File: src/rtl/health_control.sv
// -----------------------------------------------------------------------------
// health_control
//
// Round/health bookkeeping for a two-player fighting game.  Tracks each
// player's health, applies damage from rising edges of the hit/block levels
// coming out of the punch logic, enforces a per-player invulnerability
// window after every accepted hit or block, and runs the round FSM
// IDLE -> FIGHT -> KO_HOLD -> DONE.
//
// Parameters
//   MAX_HEALTH     starting and maximum health per player (must fit 7 bits)
//   HIT_DAMAGE     health removed per accepted unblocked hit
//   BLOCK_DAMAGE   chip health removed per accepted block
//   INVULN_FRAMES  frames a player ignores hits/blocks after one is accepted
//   KO_HOLD_FRAMES frames spent in KO_HOLD before DONE
//
// Ports
//   frame_clk            frame clock, all state changes on its rising edge
//   Reset                asynchronous active-low reset
//   round_start          one-frame pulse that starts or restarts a round
//   hitP1/hitP2          hit levels (may stay high for several frames)
//   blockP1/blockP2      block levels (may stay high for several frames)
//   healthP1/healthP2    current health, unsigned 7 bits
//   stunP1/stunP2        high while that player's invulnerability runs
//   fight_active         high only in FIGHT
//   round_over           high in KO_HOLD and DONE
//   winnerP1/winnerP2    round result while round_over is high; both low = draw
// -----------------------------------------------------------------------------
module health_control #(
    parameter int MAX_HEALTH     = 100,
    parameter int HIT_DAMAGE     = 10,
    parameter int BLOCK_DAMAGE   = 2,
    parameter int INVULN_FRAMES  = 30,
    parameter int KO_HOLD_FRAMES = 120
) (
    input  logic       frame_clk,
    input  logic       Reset,
    input  logic       round_start,
    input  logic       hitP1,
    input  logic       hitP2,
    input  logic       blockP1,
    input  logic       blockP2,
    output logic [6:0] healthP1,
    output logic [6:0] healthP2,
    output logic       stunP1,
    output logic       stunP2,
    output logic       fight_active,
    output logic       round_over,
    output logic       winnerP1,
    output logic       winnerP2
);

    // Widths: the stun counter must hold INVULN_FRAMES, the KO counter must
    // hold KO_HOLD_FRAMES and is never narrower than 8 bits.
    localparam int STUN_W   = (INVULN_FRAMES < 1) ? 1 : $clog2(INVULN_FRAMES + 1);
    localparam int KO_W_MIN = $clog2(KO_HOLD_FRAMES + 1);
    localparam int KO_W     = (KO_W_MIN < 8) ? 8 : KO_W_MIN;

    localparam logic [6:0]        MAX_H     = 7'(MAX_HEALTH);
    localparam logic [6:0]        HIT_D     = 7'(HIT_DAMAGE);
    localparam logic [6:0]        BLOCK_D   = 7'(BLOCK_DAMAGE);
    localparam logic [STUN_W-1:0] STUN_LOAD = STUN_W'(INVULN_FRAMES);
    localparam logic [KO_W-1:0]   KO_LAST   = KO_W'(KO_HOLD_FRAMES - 1);

    typedef enum logic [1:0] {
        IDLE    = 2'd0,
        FIGHT   = 2'd1,
        KO_HOLD = 2'd2,
        DONE    = 2'd3
    } state_t;

    state_t state_reg;

    // Index 0 is player 1, index 1 is player 2 throughout.
    logic [1:0]             hit_cur_reg;
    logic [1:0]             hit_prev_reg;
    logic [1:0]             block_cur_reg;
    logic [1:0]             block_prev_reg;
    logic [1:0][6:0]        health_reg;
    logic [1:0][STUN_W-1:0] stun_reg;
    logic [KO_W-1:0]        ko_cnt_reg;
    logic [1:0]             winner_reg;
    logic                   fight_active_reg;
    logic                   round_over_reg;

    logic [1:0]             hit_evt;
    logic [1:0]             block_evt;
    logic [1:0]             accept;
    logic [1:0][6:0]        damage;
    logic [1:0][6:0]        health_next;
    logic [1:0][STUN_W-1:0] stun_dec;
    logic [1:0][STUN_W-1:0] stun_next;
    logic                   any_ko;

    logic [1:0] hit_lvl;
    logic [1:0] block_lvl;

    assign hit_lvl   = {hitP2, hitP1};
    assign block_lvl = {blockP2, blockP1};

    // Per-player event detection and damage arithmetic.  The levels are
    // sampled into *_cur_reg every frame and the previous sample is kept in
    // *_prev_reg, so an event is visible for exactly one frame and is applied
    // at the following edge.
    generate
        for (genvar gi = 0; gi < 2; gi++) begin : g_player
            assign hit_evt[gi]   = hit_cur_reg[gi] & ~hit_prev_reg[gi];
            assign block_evt[gi] = block_cur_reg[gi] & ~block_prev_reg[gi];

            // A stunned player discards events outright; nothing is queued.
            assign accept[gi] = (stun_reg[gi] == '0) && (hit_evt[gi] || block_evt[gi]);

            // Hit wins over a simultaneous block.
            assign damage[gi] = hit_evt[gi] ? HIT_D : BLOCK_D;

            assign stun_dec[gi] = (stun_reg[gi] == '0) ? '0 : stun_reg[gi] - STUN_W'(1);

            // Saturating subtract: health bottoms out at zero.
            assign health_next[gi] = !accept[gi]                  ? health_reg[gi] :
                                     (health_reg[gi] > damage[gi]) ? health_reg[gi] - damage[gi] :
                                                                    7'd0;

            assign stun_next[gi] = accept[gi] ? STUN_LOAD : stun_dec[gi];
        end
    endgenerate

    assign any_ko = (health_reg[0] == 7'd0) || (health_reg[1] == 7'd0);

    always_ff @(posedge frame_clk or negedge Reset) begin
        if (!Reset) begin
            state_reg        <= IDLE;
            hit_cur_reg      <= '0;
            hit_prev_reg     <= '0;
            block_cur_reg    <= '0;
            block_prev_reg   <= '0;
            health_reg[0]    <= MAX_H;
            health_reg[1]    <= MAX_H;
            stun_reg         <= '0;
            ko_cnt_reg       <= '0;
            winner_reg       <= '0;
            fight_active_reg <= 1'b0;
            round_over_reg   <= 1'b0;
        end else begin
            // Edge history runs in every state, so a level that was already
            // high before the round begins never shows up as an event.
            hit_cur_reg    <= hit_lvl;
            hit_prev_reg   <= hit_cur_reg;
            block_cur_reg  <= block_lvl;
            block_prev_reg <= block_cur_reg;

            if (round_start) begin
                // Start or restart from any state.
                state_reg        <= FIGHT;
                health_reg[0]    <= MAX_H;
                health_reg[1]    <= MAX_H;
                stun_reg         <= '0;
                ko_cnt_reg       <= '0;
                winner_reg       <= '0;
                fight_active_reg <= 1'b1;
                round_over_reg   <= 1'b0;
            end else begin
                case (state_reg)
                    IDLE: begin
                        fight_active_reg <= 1'b0;
                        round_over_reg   <= 1'b0;
                    end

                    FIGHT: begin
                        if (any_ko) begin
                            // A health hit zero last frame: freeze healths,
                            // latch the result and start the KO hold.
                            state_reg        <= KO_HOLD;
                            ko_cnt_reg       <= '0;
                            stun_reg         <= stun_dec;
                            winner_reg[0]    <= (health_reg[1] == 7'd0) && (health_reg[0] != 7'd0);
                            winner_reg[1]    <= (health_reg[0] == 7'd0) && (health_reg[1] != 7'd0);
                            fight_active_reg <= 1'b0;
                            round_over_reg   <= 1'b1;
                        end else begin
                            health_reg <= health_next;
                            stun_reg   <= stun_next;
                        end
                    end

                    KO_HOLD: begin
                        // Counter holds 0..KO_HOLD_FRAMES-1, one value per
                        // frame spent here.
                        if (ko_cnt_reg == KO_LAST) begin
                            state_reg <= DONE;
                        end else begin
                            ko_cnt_reg <= ko_cnt_reg + KO_W'(1);
                        end
                    end

                    DONE: begin
                        fight_active_reg <= 1'b0;
                        round_over_reg   <= 1'b1;
                    end

                    default: begin
                        state_reg        <= IDLE;
                        fight_active_reg <= 1'b0;
                        round_over_reg   <= 1'b0;
                    end
                endcase
            end
        end
    end

    assign healthP1     = health_reg[0];
    assign healthP2     = health_reg[1];
    assign stunP1       = (stun_reg[0] != '0);
    assign stunP2       = (stun_reg[1] != '0);
    assign fight_active = fight_active_reg;
    assign round_over   = round_over_reg;
    assign winnerP1     = winner_reg[0];
    assign winnerP2     = winner_reg[1];

endmodule

File: config.mk
export PLATFORM = sky130hd
export DESIGN_NAME = health_control
export DESIGN_NICKNAME = d
export VERILOG_FILES = /design/src/rtl/health_control.sv
export SDC_FILE = /design/constraint.sdc
export NUM_CORES = 1
export LEC_CHECK = 0
export ABC_AREA = 1
export CORE_AREA = 2 2 77 79
export DETAILED_ROUTE_END_ITERATION = 7
export DIE_AREA = 0 0 79 81
export PLACE_DENSITY = 0.72
export SLEW_MARGIN = 0
export SYNTH_ARGS = -nofsm -noshare
export SYNTH_HDL_FRONTEND = slang
export SYNTH_SLANG_ARGS = --single-unit
File: constraint.sdc
create_clock -name frame_clk -period 1.7 [get_ports frame_clk]
set_input_delay 0.34 -clock frame_clk [delete_from_list [all_inputs] [get_ports frame_clk]]
set_output_delay 0.34 -clock frame_clk [all_outputs]
set_load 0.1 [all_outputs]
==> metrics.yaml <==
clock_tree:
  clk_pin_slew_ns: 0.09
  clock_path_buffers: 2
  htreeDepth: 2
  cts_made_buffers: 5
  cts_tree: "done"
  cts_root_buffer: "clkbuf_8"
  clk_latency_ns: 0.30
  cts_num_sinks: 44
placement:
  postPlaceCellArea_um2: 3320
  io_buffers: 24
  gp_congestion: 0.907
  hpwl_mm: 4.08
sta:
  hold_ws_ns: 0.380
  fmax_ghz: 0.613
  fin_crit_ns: 1.63
  finalHoldViolCount: 0
  fin_crit_sh: 0.960
  setup_violations: 0
  relSlewSlack: 0.669
  rsz0062_at_grt: "yes"
  final.setup_skew_ns: 0.0105
  worst_pin_slew_ns: 0.491
  slew_violations: 0
synth:
  syn_area_per_cell_um2: 7.31
  seq_area_frac_synth: 0.409
  synth.distinct_cells: 28
  ys_seq_elements: 44
  synth_area_um2: 2710
  yosysWarnings: 0
  syn_inst: 371
power_and_ir_drop:
  power_density_nw_per_um2: 2120
  p_leak_nw: 1.77
  ir_drop_uv: 1710
  power_mw: 7.53
outcome:
  status: "complete, no violations"
drt:
  drc: 0
  vias_per_cell: 4.99
  drt_iter0_markers: 113
  wl_per_cell_um: 12.2
  drt_pass1_iterations: 4
  vias: 2449
  ant_nets: 0
  wl_mm: 6.00
cells_and_area:
  largest_reg_flops: 10
  final_util: 0.627
  synthToLayoutAreaGrowth_pct: 31.3
  antenna_cells: 0
  nNetsFinal: 433
  drive_gt1_frac: 0.260
  final_cell_mix: "134 x nand2_1, 36 x inv_1, 35 x nand3_1"
  final_common_cell: "nand2_1"
  postLayoutCellArea_um2: 3560
critical_path:
  arrival_ns: 1.87
  crit_required_ns: 1.94
  critPathKind: "reg2reg"
  worst_setup_path_start_kind: "flip-flop"
  end_kind: "flip-flop"
  crit_fanout: 6
global_routing:
  grt_pass1_wl_mm: 9.77
  grt_pass1_vias: 2209
  grt_max_degree: 19
  grt_usage: 0.191
  antenna_found_initial: 0
  gr-total-overflow: 0
floorplan:
  ios: 27
  start_util: 0.478
  die_w_um: 79
  die-area_um2: 6400
  coreArea_um2: 5680
  dieHeight_um: 81
  rows: 28
run:
  maxCapViolCount: 0
worst_hold_path:
  hp-class: "reg2reg"
per-layer routing:
metal	vias up	global-route usage	share of wire	wire length (um)
met4	0	0.0621	0.013	80
met5	-	0	0	0
met2	44	0.318	0.51	3080
met3	9	0.0422	0.040	238
met1	1142	0.249	0.43	2610
li1	1254	-	-	-
cell usage after synthesis:
cell / number / area share
nand3_2: 5 / 0.018
buf_2: 3 / 0.0055
a21boi_1: 1 / 0.0028
a21oi_1: 7 / 0.013
nand3b_1: 1 / 0.0028
nand2_1: 140 / 0.19
o211ai_1: 1 / 0.0028
nand4_1: 4 / 0.0092
o21bai_1: 1 / 0.0028
dfrtp_1: 38 / 0.35
buf_12: 1 / 0.0074
nand2_2: 7 / 0.016
nand3_1: 36 / 0.066
buf_4: 3 / 0.0083
nor2_1: 29 / 0.040
o21ai_1: 1 / 0.0018
nand2_4: 1 / 0.0042
o21ai_0: 14 / 0.026
inv_2: 6 / 0.0083
conb_1: 1 / 0.0014
nand4_4: 1 / 0.0078
o21ai_2: 7 / 0.023
dfstp_2: 6 / 0.058
inv_1: 38 / 0.053
nor2_2: 5 / 0.012
nor2_4: 2 / 0.0083
ha_1: 11 / 0.051
nand3_4: 1 / 0.0065
critical path, cell delays in order (launching register included):
cell     delay (ns)
dfstp_4        0.66
inv_1          0.05
ha_2           0.17
inv_1          0.07
nand2_2        0.06
nand2_2        0.06
nand2_1        0.07
nand2_2        0.12
nand3_2        0.08
nor2_2         0.12
nand2_1        0.06
nand2_1        0.05
cells by family after synthesis:
kind of cell / after synthesis / synth area share
flops: 44 / 0.409
fa+ha+maj: 11 / 0.0508
buf+inv: 51 / 0.0821
simple gates: 232 / 0.385
other cells: 1 / 0.00138
compound gates: 32 / 0.0715
worst paths after layout:
| path | from | endpoint | slack, ns | cells past startpoint |
|---|---|---|---|---|
| hold reg to reg | hit_cur_reg[0] | hit_prev_reg[0] | 0.38 | 0 |
| setup / recovery | healthP2[2] | healthP2[4] | 0.07 | 11 |
| max in group asynchronous | Reset | stun_reg[5] | 0.67 | 3 |
| min in group asynchronous | Reset | block_cur_reg[1] | 0.46 | 2 |
| hold / removal | hit_cur_reg[0] | hit_prev_reg[0] | 0.38 | 0 |
| setup reg to reg | healthP2[2] | healthP2[4] | 0.07 | 11 |
cell type report:
| cell class | instances | area (um^2) |
|---|---|---|
| inverter | 44 | 165 |
| clock buffer | 7 | 97.6 |
| tap | 75 | 93.8 |
| clock inverter | 1 | 30.0 |
| fill | 491 | 2120 |
| timing repair buffer | 43 | 564 |
| sequential | 44 | 1130 |
| multi-input combinational | 277 | 1480 |
report_power, final:
part           switching (mW)  internal (mW)  total, mW
clock                   0.380          0.529      0.909
sequential              0.425           1.42       1.85
combinational            3.09           1.68       4.77
through the flow:
step           TNS [ns]  cells  worst slack (ns)
2_1_floorplan         0    372           0.00781
3_3_place_gp          0    479            0.0136
3_5_place_dp    -0.0972    479           -0.0275
4_1_cts               0    488           0.00344
5_1_grt         -0.0487    491           -0.0266
6_report              0    491            0.0675
what timing repair did:
item	4_1_cts	5_1_grt
endpoints found under the setup margin	2	11
gates resized for setup	4	17
pin swaps	0	1
hold buffers	1	0
setup buffers	0	3
endpoints found under the hold margin	7	0
No activity file was read; power rests on OpenSTA's default activity.
